==> src/rtl/score_bcd_gen_pkg.sv <==
// Shared constants and types for the score-to-BCD generator.
package score_pkg;

  localparam int unsigned SCORE_W_DEF   = 10;
  localparam int unsigned NDIGITS_DEF   = 3;
  localparam int unsigned SCORE_MAX_DEF = 999;

  typedef enum logic [1:0] {S_IDLE, S_SHIFT, S_COMMIT} score_state_t;

  typedef logic [3:0] bcd_digit_t;

endpackage

==> src/rtl/score_bcd_gen_if.sv <==
// Score control inputs and committed-digit outputs of score_bcd_gen.
interface score_bcd_gen_if
  import score_pkg::*;
#(
  parameter int unsigned SCORE_W = SCORE_W_DEF,
  parameter int unsigned NDIGITS = NDIGITS_DEF
);

  logic                   vga_vs;
  logic                   score_inc;
  logic                   score_clr;
  logic                   wr_en;
  logic [SCORE_W-1:0]     wr_data;
  logic [SCORE_W-1:0]     score_bin;
  logic [4*NDIGITS-1:0]   digits_bcd;
  logic [NDIGITS-1:0]     digit_blank;
  logic                   digits_valid;
  logic                   busy;
  logic                   commit;

  modport master (
    output vga_vs, score_inc, score_clr, wr_en, wr_data,
    input  score_bin, digits_bcd, digit_blank, digits_valid, busy, commit
  );

  modport slave (
    input  vga_vs, score_inc, score_clr, wr_en, wr_data,
    output score_bin, digits_bcd, digit_blank, digits_valid, busy, commit
  );

endinterface

==> src/rtl/score_bcd_gen_bcd_add3_nibble.sv <==
// Double-dabble digit adjust: nibbles of 5 or more get +3 before the shift.
module bcd_add3_nibble
  import score_pkg::*;
(
  input  bcd_digit_t din,
  output bcd_digit_t dout
);

  always_comb begin
    dout = (din >= 4'd5) ? din + 4'd3 : din;
  end

endmodule

==> src/rtl/score_bcd_gen.sv <==
// Saturating score counter with once-per-frame double-dabble BCD conversion.
// Optional SCORE_LEADING_ZERO_BLANK_EN enables the leading-zero blank mask.
module score_bcd_gen
  import score_pkg::*;
#(
  parameter int unsigned SCORE_W   = SCORE_W_DEF,
  parameter int unsigned NDIGITS   = NDIGITS_DEF,
  parameter int unsigned SCORE_MAX = SCORE_MAX_DEF
)(
  input  logic               clk,
  input  logic               reset,
  score_bcd_gen_if.slave     bus
);

  localparam int unsigned     BCD_W = 4 * NDIGITS;
  localparam int unsigned     CNT_W = $clog2(SCORE_W);
  localparam logic [SCORE_W-1:0] MAX_V = SCORE_W'(SCORE_MAX);
  localparam logic [CNT_W-1:0]   LAST_CNT = CNT_W'(SCORE_W - 1);

  score_state_t          state_q, state_d;
  logic [SCORE_W-1:0]    score_q;
  logic [SCORE_W-1:0]    snap_q, snap_d;
  logic [BCD_W-1:0]      bcd_q, bcd_d, bcd_adj;
  logic [CNT_W-1:0]      cnt_q, cnt_d;
  logic                  pending_q, pending_d;
  logic [BCD_W-1:0]      digits_q;
  logic                  valid_q;
  logic                  vs_q;
  logic                  trigger;
  logic                  load;
  logic [BCD_W+SCORE_W-1:0] dd_shift;

  always_ff @(posedge clk or posedge reset) begin
    if (reset) begin
      score_q <= '0;
    end else if (bus.score_clr) begin
      score_q <= '0;
    end else if (bus.wr_en) begin
      score_q <= (bus.wr_data > MAX_V) ? MAX_V : bus.wr_data;
    end else if (bus.score_inc && (score_q < MAX_V)) begin
      score_q <= score_q + SCORE_W'(1);
    end
  end

  always_ff @(posedge clk or posedge reset) begin
    if (reset) vs_q <= 1'b1;
    else       vs_q <= bus.vga_vs;
  end

  assign trigger = vs_q & ~bus.vga_vs;

  for (genvar g = 0; g < NDIGITS; g++) begin : g_adj
    bcd_add3_nibble u_adj (
      .din  (bcd_q[4*g +: 4]),
      .dout (bcd_adj[4*g +: 4])
    );
  end

  // Adjusted digits and snapshot shift together; the top adjusted bit falls off.
  assign dd_shift = {bcd_adj, snap_q} << 1;

  always_comb begin
    state_d   = state_q;
    snap_d    = snap_q;
    bcd_d     = bcd_q;
    cnt_d     = cnt_q;
    pending_d = pending_q;
    load      = 1'b0;
    case (state_q)
      S_IDLE: begin
        if (trigger || pending_q) begin
          load    = 1'b1;
          state_d = S_SHIFT;
        end
      end
      S_SHIFT: begin
        bcd_d  = dd_shift[BCD_W+SCORE_W-1:SCORE_W];
        snap_d = dd_shift[SCORE_W-1:0];
        cnt_d  = cnt_q + CNT_W'(1);
        if (cnt_q == LAST_CNT) state_d = S_COMMIT;
      end
      S_COMMIT: begin
        if (pending_q) begin
          load    = 1'b1;
          state_d = S_SHIFT;
        end else begin
          state_d = S_IDLE;
        end
      end
      default: state_d = S_IDLE;
    endcase
    if (load) begin
      snap_d    = score_q;
      bcd_d     = '0;
      cnt_d     = '0;
      pending_d = 1'b0;
    end
    // A trigger while a conversion is in flight is remembered, even on a reload cycle.
    if (trigger && (state_q != S_IDLE)) pending_d = 1'b1;
  end

  always_ff @(posedge clk or posedge reset) begin
    if (reset) begin
      state_q   <= S_IDLE;
      snap_q    <= '0;
      bcd_q     <= '0;
      cnt_q     <= '0;
      pending_q <= 1'b0;
      digits_q  <= '0;
      valid_q   <= 1'b0;
    end else begin
      state_q   <= state_d;
      snap_q    <= snap_d;
      bcd_q     <= bcd_d;
      cnt_q     <= cnt_d;
      pending_q <= pending_d;
      if (state_q == S_COMMIT) begin
        digits_q <= bcd_q;
        valid_q  <= 1'b1;
      end
    end
  end

`ifdef SCORE_LEADING_ZERO_BLANK_EN
  logic [NDIGITS-1:0] blank_d, blank_q;
  logic               higher_zero;

  always_comb begin
    blank_d     = '0;
    higher_zero = 1'b1;
    for (int unsigned i = NDIGITS - 1; i >= 1; i--) begin
      higher_zero = higher_zero && (bcd_q[4*i +: 4] == 4'd0);
      blank_d[i]  = higher_zero;
    end
  end

  always_ff @(posedge clk or posedge reset) begin
    if (reset)                    blank_q <= '0;
    else if (state_q == S_COMMIT) blank_q <= blank_d;
  end

  assign bus.digit_blank = blank_q;
`else
  assign bus.digit_blank = '0;
`endif

  assign bus.score_bin    = score_q;
  assign bus.digits_bcd   = digits_q;
  assign bus.digits_valid = valid_q;
  assign bus.busy         = (state_q != S_IDLE);
  assign bus.commit       = (state_q == S_COMMIT);

endmodule

==> src/flat_wrapper.sv <==
// flat-port wrapper written by rule: the top's interface ports become plain ports
module score_bcd_gen_flat import score_pkg::*;
#(
  parameter int unsigned SCORE_W   = SCORE_W_DEF,
  parameter int unsigned NDIGITS   = NDIGITS_DEF,
  parameter int unsigned SCORE_MAX = SCORE_MAX_DEF
)
  (clk, reset, bus_vga_vs, bus_score_inc, bus_score_clr, bus_wr_en, bus_wr_data, bus_score_bin, bus_digits_bcd, bus_digit_blank, bus_digits_valid, bus_busy, bus_commit);
  score_bcd_gen_if #(.SCORE_W(SCORE_W), .NDIGITS(NDIGITS)) bus_i ();
  input  logic clk;
  input  logic reset;
  input wire logic [$bits(bus_i.vga_vs)-1:0] bus_vga_vs;
  input wire logic [$bits(bus_i.score_inc)-1:0] bus_score_inc;
  input wire logic [$bits(bus_i.score_clr)-1:0] bus_score_clr;
  input wire logic [$bits(bus_i.wr_en)-1:0] bus_wr_en;
  input wire logic [$bits(bus_i.wr_data)-1:0] bus_wr_data;
  output wire logic [$bits(bus_i.score_bin)-1:0] bus_score_bin;
  output wire logic [$bits(bus_i.digits_bcd)-1:0] bus_digits_bcd;
  output wire logic [$bits(bus_i.digit_blank)-1:0] bus_digit_blank;
  output wire logic [$bits(bus_i.digits_valid)-1:0] bus_digits_valid;
  output wire logic [$bits(bus_i.busy)-1:0] bus_busy;
  output wire logic [$bits(bus_i.commit)-1:0] bus_commit;
  assign bus_i.vga_vs = bus_vga_vs;
  assign bus_i.score_inc = bus_score_inc;
  assign bus_i.score_clr = bus_score_clr;
  assign bus_i.wr_en = bus_wr_en;
  assign bus_i.wr_data = bus_wr_data;
  assign bus_score_bin = bus_i.score_bin;
  assign bus_digits_bcd = bus_i.digits_bcd;
  assign bus_digit_blank = bus_i.digit_blank;
  assign bus_digits_valid = bus_i.digits_valid;
  assign bus_busy = bus_i.busy;
  assign bus_commit = bus_i.commit;
  score_bcd_gen #(.SCORE_W(SCORE_W), .NDIGITS(NDIGITS), .SCORE_MAX(SCORE_MAX)) u_core (.clk(clk), .reset(reset), .bus(bus_i));
endmodule
==> config.mk <==
export PLATFORM = sky130hd
export DESIGN_NAME = score_bcd_gen_flat
export DESIGN_NICKNAME = d
export VERILOG_FILES = /design/src/rtl/score_bcd_gen_pkg.sv /design/src/rtl/score_bcd_gen_if.sv /design/src/rtl/score_bcd_gen_bcd_add3_nibble.sv /design/src/rtl/score_bcd_gen.sv /design/src/flat_wrapper.sv
export SDC_FILE = /design/constraint.sdc
export NUM_CORES = 1
export LEC_CHECK = 0
export ABC_CLOCK_PERIOD_IN_PS = 1700
export BUFFER_PORTS_ARGS = -buffer_cell sky130_fd_sc_hd__buf_2
export CAP_MARGIN = 10
export CORE_MARGIN = 8
export CORE_UTILIZATION = 50
export DETAILED_ROUTE_END_ITERATION = 12
export PLACE_DENSITY = 0.75
export SETUP_SLACK_MARGIN = 0.02
export SLEW_MARGIN = 20
export SYNTH_ARGS = -nofsm -noshare
export SYNTH_HDL_FRONTEND = slang
export SYNTH_SLANG_ARGS = --single-unit
==> constraint.sdc <==
create_clock -name clk -period 1.7 [get_ports clk]
set_clock_uncertainty 0.2 [all_clocks]
set_input_delay 0.085 -clock clk [delete_from_list [all_inputs] [get_ports clk]]
set_output_delay 0.085 -clock clk [all_outputs]
set_load 0.02 [all_outputs]
==> flow_summary.ini, run 1 <==
[run_status]
run_status = finished with violations
failed_checks = negative setup slack

[drt]
routed-wl-met2_um = 3630
dr_total_vias = 2382
wl_met3_um = 300
top_layer_used = met4
drt_iter0_markers = 100
drt_pass1_iterations = 4
wl_per_cell_um = 16.5
wl_um = 7110
antenna_violating_nets_post_route = 0
drcViolationCount = 0
drt-met1-wl_um = 3040
vias_per_std_cell = 5.54

[critical_path]
slowest_delay_ns = 0.39
critPathCaptureType = flop
critPathTopFamily = compound AO/OA/AOI/OAI gates
timing.reg2reg.setup_slack_ns = -0.17
critical_path_buf_inv_count = 0
cp_num_cells = 4
worst-path-max-fanout = 4
cpMaxStageDelayCell = sky130_fd_sc_hd__dfrtp_2
setup.worst_path.class = flop to flop
crit_arrival_ns = 1.87
crit_required_ns = 1.70
critical_path.startpoint_type = flop
reg2reg_depth = 4
crit_chain = nand4_1 -> o31ai_2 -> mux2_4 -> o221a_4

[synth]
syn_area_um2 = 2680
post_synth_num_cell_types = 50
gate_count_of_the_mapped_netlist = 253
ys_async_sr_fraction = 1.00
synth_sequential_area_ratio = 0.495
synthesis.yosys.warnings = 0
synth-edff-count = 0
yosys_register_bits = 53
post-synth-top-count-cell = sky130_fd_sc_hd__dfrtp_1
netlist_top_cells_count = 52 x sky130_fd_sc_hd__dfrtp_1, 24 x sky130_fd_sc_hd__nand2_1, 14 x sky130_fd_sc_hd__inv_1, 14 x sky130_fd_sc_hd__o21ai_0, 12 x sky130_fd_sc_hd__mux2_2
yosys-top-cells-area = sky130_fd_sc_hd__dfrtp_1 48%, sky130_fd_sc_hd__mux2_2 5.0%, sky130_fd_sc_hd__ha_1 4.2%
synth_top_flop_cell = sky130_fd_sc_hd__dfrtp_1
post-synth-top-area-cell = sky130_fd_sc_hd__dfrtp_1
synth_largest_type_area_fraction = 0.485
synthesis.area_per_instance_um2 = 10.6

[power]
power_frac_comb = 0.499
leakagePower_nw = 1.84
net-switching-power_mw = 2.13
switching_share = 0.374
pwr-share-clk = 0.151
p_int_mw = 3.55
peak_supply_drop_mv = 0.862
portion_of_total_power_attributed_to_sequential_cells = 0.350
pwr_density_cell_nw_per_um2 = 1480

[worst_hold_path]
worstHoldPathType = primary input to asynchronous set/reset pin

[clock_network]
clock_latency_ns = 0.31
max-clock-path-buffers = 2
clock-root-buffer = sky130_fd_sc_hd__clkbuf_8
h-tree-depth = 2
clk_pin_slew_ns = 0.11
cts_made_buffers = 5
clock_sink_count = 53
cts_tree = yes

[global_routing]
grt_start_max_net_pins = 29
grt_pass1_vias = 2434
grt.overflow.total = 0
antenna_violations_before_repair = 0
overall_global_routing_usage = 0.180
grt_pass1_wl_um = 11300

[die]
rows = 26
floorplan.die.height_um = 89.3
floorplan.initialDensity = 0.522
dieWidth_um = 89.3
fp.dieArea_um2 = 7970
placeable_core_region_um2 = 5140
floorplan.io_pins = 44

[timing]
drv_slew = 0
min_period_ns = 1.87
worst_slack_ns = -0.174
grt_setup_unrepaired = yes
max_freq_ghz = 0.533
setup-violations-final = 34
hold_viol_final = 0
layout_worst_path_cycle_share = 1.10

[flow_run]
max_cap_check_violation_count = 0

[finish]
diodes = 0
drive_above_1_share = 0.433
num-nets-final = 384
area_growth_pct = 43.3
post_layout_nonfiller_instances = 430

[place]
pre_cts_ws_ns = -0.107
final_wtd_congestion = 0.839
post-place-cells = 398
post-dp-hpwl_um = 4500
io_buffers = 40
==> layout by cell type, fill, tap and decap left out, drive strengths merged, types with 2 or more instances in the layout <==
master,n
o221a,2
and3,2
nor2b,2
nand3,4
or3,5
dlygate4sd3,16
nand2,24
a22o,9
and4,3
xnor2,4
conb,3
xor2,5
a31oi,3
a21o,10
clkbuf,6
nor2,10
ha,9
nand4,2
o22ai,7
dfrtp,52
a32o,3
o211ai,4
o21ai,17
a21oi,7
or4,2
buf,93
o32ai,2
inv,14
mux2,12
nor3,4
a211oi,2
clkinv,2
nand2b,6
o31ai,2
==> metrics by stage <==
stage / setup TNS, ns / hold WS, ns / area [um2] / total power, mW / utilization
detailed placement: -2.00 / -0.101 / 3320 / 4.38 / 0.647
global placement: -1.36 / -0.0998 / 3320 / 4.28 / 0.647
floorplan: -2.57 / -0.111 / 2740 / 3.49 / -
finish: -2.78 / 0.0887 / 3850 / 5.67 / 0.748
CTS: -2.32 / 0.0446 / 3690 / 5.44 / 0.718
global route: -5.07 / 0.115 / 3850 / 6.08 / 0.748
==> kinds of logic after synthesis <==
group / Yosys count / synth area share
adder cells (fa/ha/maj): 9 / 0.0420
AO/OA/AOI/OAI: 74 / 0.204
buffers and inverters: 27 / 0.0480
AND/OR/NAND/NOR: 68 / 0.130
XOR/XNOR: 9 / 0.0294
flip-flops: 53 / 0.495
multiplexers: 12 / 0.0503
other: 1 / 0.00140
==> worst paths after layout <==
| check | startpoint | end |
|---|---|---|
| max in group asynchronous | reset | u_core.vs_q |
| worst min-delay path | reset | u_core.bus.digits_bcd[3] |
| worst max register to register | u_core.bus.score_bin[7] | u_core.bus.score_bin[1] |
| worst min register to register | u_core.bus.digits_valid | u_core.bus.digits_valid |
| min in group clk | bus_vga_vs | u_core.cnt_q[3] |
| worst max-delay path | u_core.bus.score_bin[7] | u_core.bus.score_bin[1] |
==> registers in the layout (all words and copies together), names as in the netlist <==
name and flops:
u_core.bcd_q 12, u_core.bus.digits_bcd 12, u_core.bus.digits_valid 1, u_core.bus.score_bin 10, u_core.cnt_q 4, u_core.pending_q 1, u_core.snap_q 10, u_core.state_q 2
u_core.vs_q 1
==> routing by layer <==
layer / up-vias / global-route usage
met5: - / 0
met4: 0 / 0.0604
met3: 12 / 0.0303
met2: 81 / 0.308
met1: 1161 / 0.224
li1: 1128 / -
==> worst reg2reg max path, delay by kind of cell (launching register included) <==
family	cells	cell delay (ns)
AND/OR/NAND/NOR	1	0.26
AO/OA/AOI/OAI	2	0.59
flip-flops	1	0.39
multiplexers	1	0.34
==> power groups by stage <==
stage | sequential, mW | clock [mW] | combinational [mW]
2_1_floorplan | 2.08 | 0 | 1.40
3_3_place_gp | 1.97 | 0 | 2.31
3_5_place_dp | 1.99 | 0 | 2.39
4_1_cts | 1.97 | 0.856 | 2.62
5_1_grt | 2.04 | 0.918 | 3.11
6_report | 1.99 | 0.856 | 2.83
==> what timing repair did <==
| item | in CTS | in global routing |
|---|---|---|
| cloned | 0 | 0 |
| buffers inserted | 1 | 9 |
| endpoints found under the hold margin | 64 | 0 |
| hold buffers | 16 | 0 |
| gates resized for setup | 20 | 22 |
| pin swaps | 6 | 7 |
| endpoints found under the setup margin | 35 | 36 |
==> cell type report <==
class	count	area [um2]
well taps	70	87.6
fillers	350	1290
flip-flops and latches	53	1340
inverters	15	56.3
repair buffers	109	851
clock inverters	2	35.0
multi-input cells	175	1410
clock buffers	6	72.6
Note: power is estimated with default switching activity, not from simulation.
==> run 2: changes to the inputs <==
CAP_MARGIN = 5   (was 10)
CORE_ASPECT_RATIO = 0.9   (was unset)
==> run 2 against run 1 <==
Net effect: the flow still finishes with violations (negative setup slack); count of clock-buffer cells in the layout fell by 1; register-to-register slack got worse by 0.02 ns; non-clock buffer count rose by 1; first-iteration DRC count rose by 73%; worst hold slack got worse by 0.029 ns; via count rose by 1.2%.
==> flow_summary.ini, run 2 (synthesized netlist as in run 1, its figures left out) <==
[finish]
area_occupied_by_multi_input_gates_um2 = 1360
drive_above_1_share = 0.427
area_growth_pct = 42.3
layout.area.seq_um2 = 1340
post_layout_nonfiller_instances = 428
fill_cells = 338
diodes = 0
num-nets-final = 385
commonest_cells_after_routing_fill_and_taps_aside = 43 x sky130_fd_sc_hd__buf_4, 43 x sky130_fd_sc_hd__dfrtp_1, 39 x sky130_fd_sc_hd__buf_2

[critical_path]
critPathCaptureType = flop
slowest_delay_ns = 0.43
setup.worst_path.class = flop to flop
crit_chain = nand4_1 -> buf_4 -> o211ai_1 -> or4_1 -> a31oi_1
crit_required_ns = 1.72
worst-path-max-fanout = 3
cpMaxStageDelayCell = sky130_fd_sc_hd__dfrtp_2
critical_path.startpoint_type = flop
crit_arrival_ns = 1.91

[worst_hold_path]
worstHoldPathType = primary input to flop

[run_status]
failed_checks = negative setup slack
run_status = finished with violations

[timing]
layout_worst_path_cycle_share = 1.11
drv_slew = 0
min_period_ns = 1.89
grt_setup_unrepaired = yes
worst_slack_ns = -0.193
setup-violations-final = 32
max_freq_ghz = 0.528
tns_setup_ns = -3.39
hold_viol_final = 0

[place]
post-place-cells = 390
post-dp-hpwl_um = 4570
io_buffers = 40
final_wtd_congestion = 0.859

[die]
fp.dieArea_um2 = 7970
placeable_core_region_um2 = 5220
rows = 25
dieWidth_um = 93.2
floorplan.io_pins = 44
floorplan.initialDensity = 0.514
floorplan.die.height_um = 85.5

[clock_network]
clock_sink_count = 53
clock-root-buffer = sky130_fd_sc_hd__clkbuf_8
max-clock-path-buffers = 2
clock_latency_ns = 0.31
h-tree-depth = 2
cts_tree = yes
cts_made_buffers = 5
clk_pin_slew_ns = 0.10

[drt]
wl_met3_um = 300
wl_um = 7260
drcViolationCount = 0
drt_iter0_markers = 173
drt-met1-wl_um = 3270
antenna_violating_nets_post_route = 0
routed-wl-met2_um = 3550
wl_per_cell_um = 17.0
top_layer_used = met4
vias_per_std_cell = 5.63
dr_total_vias = 2410
drt_pass1_iterations = 5

[global_routing]
overall_global_routing_usage = 0.173
grt_pass1_vias = 2350
grt_pass1_wl_um = 11200
grt_start_max_net_pins = 28
antenna_violations_before_repair = 0
grt.overflow.total = 0

[power]
leakagePower_nw = 1.85
peak_supply_drop_mv = 1.11
pwr_density_cell_nw_per_um2 = 1410

[flow_run]
max_cap_check_violation_count = 0
-- run 2: cell types whose count changed in the layout (fill, tap and decap cells not counted), moves of 4 or more --
cell	delta
sky130_fd_sc_hd__buf_4	+5
sky130_fd_sc_hd__buf_6	-5
sky130_fd_sc_hd__o21ai_0	-5
sky130_fd_sc_hd__o21ai_1	+4
sky130_fd_sc_hd__o22ai_1	+6
sky130_fd_sc_hd__o22ai_2	-5
-- run 2: where the power goes --
part           internal [mW]  total (mW)  switching (mW)
clock network          0.441       0.870           0.429
registers               1.67        1.99           0.322
logic                   1.28        2.54            1.27
total                   3.39        5.40            2.02
-- run 2: worst max-delay path: cells and delay by family (launching register included) --
| kind | cells | cell delay [ns] |
|---|---|---|
| compound gates | 2 | 0.32 |
| buf+inv | 1 | 0.18 |
| flops | 1 | 0.43 |
| simple gates | 2 | 0.68 |
-- run 2: final timing paths --
| path | from | end | slack, ns | cells past startpoint |
|---|---|---|---|---|
| setup / recovery | u_core.bus.score_bin[8] | u_core.bus.score_bin[8] | -0.19 | 5 |
| hold / removal | bus_score_inc | u_core.bus.score_bin[3] | 0.06 | 3 |
| setup reg to reg | u_core.bus.score_bin[8] | u_core.bus.score_bin[8] | -0.19 | 5 |
| hold reg to reg | u_core.bus.digits_valid | u_core.bus.digits_valid | 0.28 | 1 |
| max in group asynchronous | reset | u_core.vs_q | 0.62 | 4 |
| min in group asynchronous | reset | u_core.bus.score_bin[8] | 0.11 | 3 |
-- run 2: final cells by class --
class / instances / share of cell area
clock buffers: 5 / 0.0180
inverters: 15 / 0.0160
flip-flops and latches: 53 / 0.350
well taps: 67 / 0.0219
repair buffers: 110 / 0.225
multi-input cells: 175 / 0.356
clock inverters: 3 / 0.0121
-- run 2: per-layer routing --
layer / vias up / GRT usage
met3: 12 / 0.0236
li1: 1133 / -
met2: 82 / 0.283
met5: - / 0
met1: 1183 / 0.229
met4: 0 / 0.0599
-- run 2: through the flow --
stage / util / worst slack [ns] / area (um2) / power, mW / hold slack, ns
after global routing: 0.731 / -0.224 / 3820 / 5.74 / 0.114
final: 0.731 / -0.193 / 3820 / 5.40 / 0.0599
after detailed placement: 0.628 / -0.135 / 3280 / 4.32 / -0.104
after global placement: 0.628 / -0.0990 / 3280 / 4.21 / -0.111
after floorplan: - / -0.159 / 2740 / 3.49 / -0.111
after CTS: 0.707 / -0.148 / 3690 / 5.33 / 0.0385
-- run 2: timing repair --
| action | 4_1_cts | 5_1_grt |
|---|---|---|
| resized for setup | 15 | 23 |
| pin swaps | 7 | 8 |
| hold buffers | 17 | 0 |
| buffers inserted | 4 | 9 |
| gates cloned | 1 | 0 |
| endpoints found under the hold margin | 64 | 0 |
| setup endpoints to repair | 33 | 43 |
==> run 3: changes to the inputs <==
SKIP_CTS_REPAIR_TIMING = 1   (was unset)
==> run 3 against run 2 <==
Net effect: the run still ends with negative setup slack left; non-clock buffer count shrank 5; maximum frequency grew 1.4%; critical path depth stayed put; count of clock-buffer cells in the layout unchanged; clock power about the same; die area stayed put; register-to-register slack better by 0.03 ns; global-route usage down 1.8 points; via count down 2.8%; sequential share of layout area rose by 0.80 points.
==> flow_summary.ini, run 3 (synthesized netlist as in run 1, its figures left out) <==
[timing]
max_freq_ghz = 0.535
worst_slack_ns = -0.168
layout_worst_path_cycle_share = 1.10
drv_slew = 0
min_period_ns = 1.87
hold_viol_final = 0
grt_setup_unrepaired = yes
setup-violations-final = 30

[power]
leakagePower_nw = 1.80
finalPower_mw = 5.44
peak_supply_drop_mv = 1.08
pwr_density_cell_nw_per_um2 = 1460

[drt]
drcViolationCount = 0
antenna_violating_nets_post_route = 0
wl_per_cell_um = 16.8
vias_per_std_cell = 5.54
drt_pass1_iterations = 4
drt_iter0_markers = 179
dr_total_vias = 2343
wl_um = 7090

[clock_network]
clock_latency_ns = 0.30
cts_made_buffers = 5
cts_tree = yes
clock_sink_count = 53
max-clock-path-buffers = 2
h-tree-depth = 2
clock-root-buffer = sky130_fd_sc_hd__clkbuf_8
clk_pin_slew_ns = 0.10

[global_routing]
grt_pass1_vias = 2154
grt_start_max_net_pins = 28
grt_pass1_wl_um = 10100
antenna_violations_before_repair = 0
overall_global_routing_usage = 0.155
grt.overflow.total = 0

[finish]
design_area_um2 = 3730
layout_commonest_cell = sky130_fd_sc_hd__dfrtp_1
commonest_cells_after_routing_fill_and_taps_aside = 43 x sky130_fd_sc_hd__dfrtp_1, 41 x sky130_fd_sc_hd__buf_4, 39 x sky130_fd_sc_hd__buf_2
num-nets-final = 380
drive_above_1_share = 0.419
diodes = 0
area_growth_pct = 39.2
post_layout_nonfiller_instances = 423

[run_status]
run_status = finished with violations
failed_checks = negative setup slack

[die]
dieWidth_um = 93.2
fp.dieArea_um2 = 7970
rows = 25
placeable_core_region_um2 = 5220
floorplan.io_pins = 44
floorplan.initialDensity = 0.514
floorplan.die.height_um = 85.5

[place]
final_wtd_congestion = 0.859
cell_area_placed_um2 = 3280
post-place-cells = 390
post-dp-hpwl_um = 4570
io_buffers = 40

[worst_hold_path]
worstHoldPathType = primary input to flop

[critical_path]
setup.worst_path.class = flop to flop
critPathCaptureType = flop
critical_path.startpoint_type = flop
crit_required_ns = 1.70
crit_arrival_ns = 1.87
worst-path-max-fanout = 5

[flow_run]
max_cap_check_violation_count = 0
-- run 3: changes by cell type in the layout (fill, tap and decap cells not counted), moves of 2 or more --
| cell | previous run | this run |
|---|---|---|
| sky130_fd_sc_hd__buf_4 | 43 | 41 |
| sky130_fd_sc_hd__buf_6 | 7 | 5 |
| sky130_fd_sc_hd__o21ai_0 | 8 | 13 |
| sky130_fd_sc_hd__o21ai_1 | 5 | 1 |
-- run 3: routing by layer --
metal  GRT usage  wire (um)  vias to the layer above
li1            -          -                     1115
met1       0.211       3300                     1176
met2       0.248       3560                       48
met3      0.0218        186                        4
met4      0.0512         53                        0
met5           0          0                        -
-- run 3: cell type report --
type	instances	area (um2)
sequential	53	1340
fill	362	1490
tap	67	83.8
clock buffer	5	68.8
timing repair buffer	105	805
clock inverter	3	46.3
multi-input combinational	175	1330
inverter	15	61.3
-- run 3: final timing paths --
| kind | from | endpoint | slack [ns] | cells after the start |
|---|---|---|---|---|
| hold reg to reg | u_core.bus.digits_valid | u_core.bus.digits_valid | 0.28 | 1 |
| hold / removal | bus_score_inc | u_core.bus.score_bin[3] | 0.05 | 3 |
| setup / recovery | u_core.vs_q | u_core.bcd_q[11] | -0.17 | 5 |
| min in group asynchronous | reset | u_core.bus.score_bin[8] | 0.10 | 3 |
| max in group asynchronous | reset | u_core.vs_q | 0.62 | 4 |
| setup reg to reg | u_core.vs_q | u_core.bcd_q[11] | -0.17 | 5 |
-- run 3: worst max-delay path, cell delays in order (launching register included) --
cell                      delay [ns]
sky130_fd_sc_hd__dfstp_2        0.55
sky130_fd_sc_hd__or3b_4         0.39
sky130_fd_sc_hd__a21oi_4        0.21
sky130_fd_sc_hd__buf_4          0.18
sky130_fd_sc_hd__o21ai_2        0.06
sky130_fd_sc_hd__a32o_1         0.19
-- run 3: where the power goes --
group          switching, mW  total, mW  leakage (nW)  internal, mW
Clock                  0.430      0.871        0.0543         0.441
Sequential             0.329       2.00         0.658          1.67
Combinational           1.28       2.57          1.09          1.28
Total                   2.04       5.44          1.80          3.39
-- run 3: stage by stage --
stage	hold slack, ns	util	setup TNS (ns)	worst slack, ns
detailed placement	-0.104	0.628	-2.14	-0.135
global placement	-0.111	0.628	-1.26	-0.0990
global route	0.103	0.715	-4.65	-0.213
finish	0.0487	0.715	-3.00	-0.168
CTS	-0.437	0.650	-2.73	-0.148
floorplan	-0.111	-	-2.57	-0.159
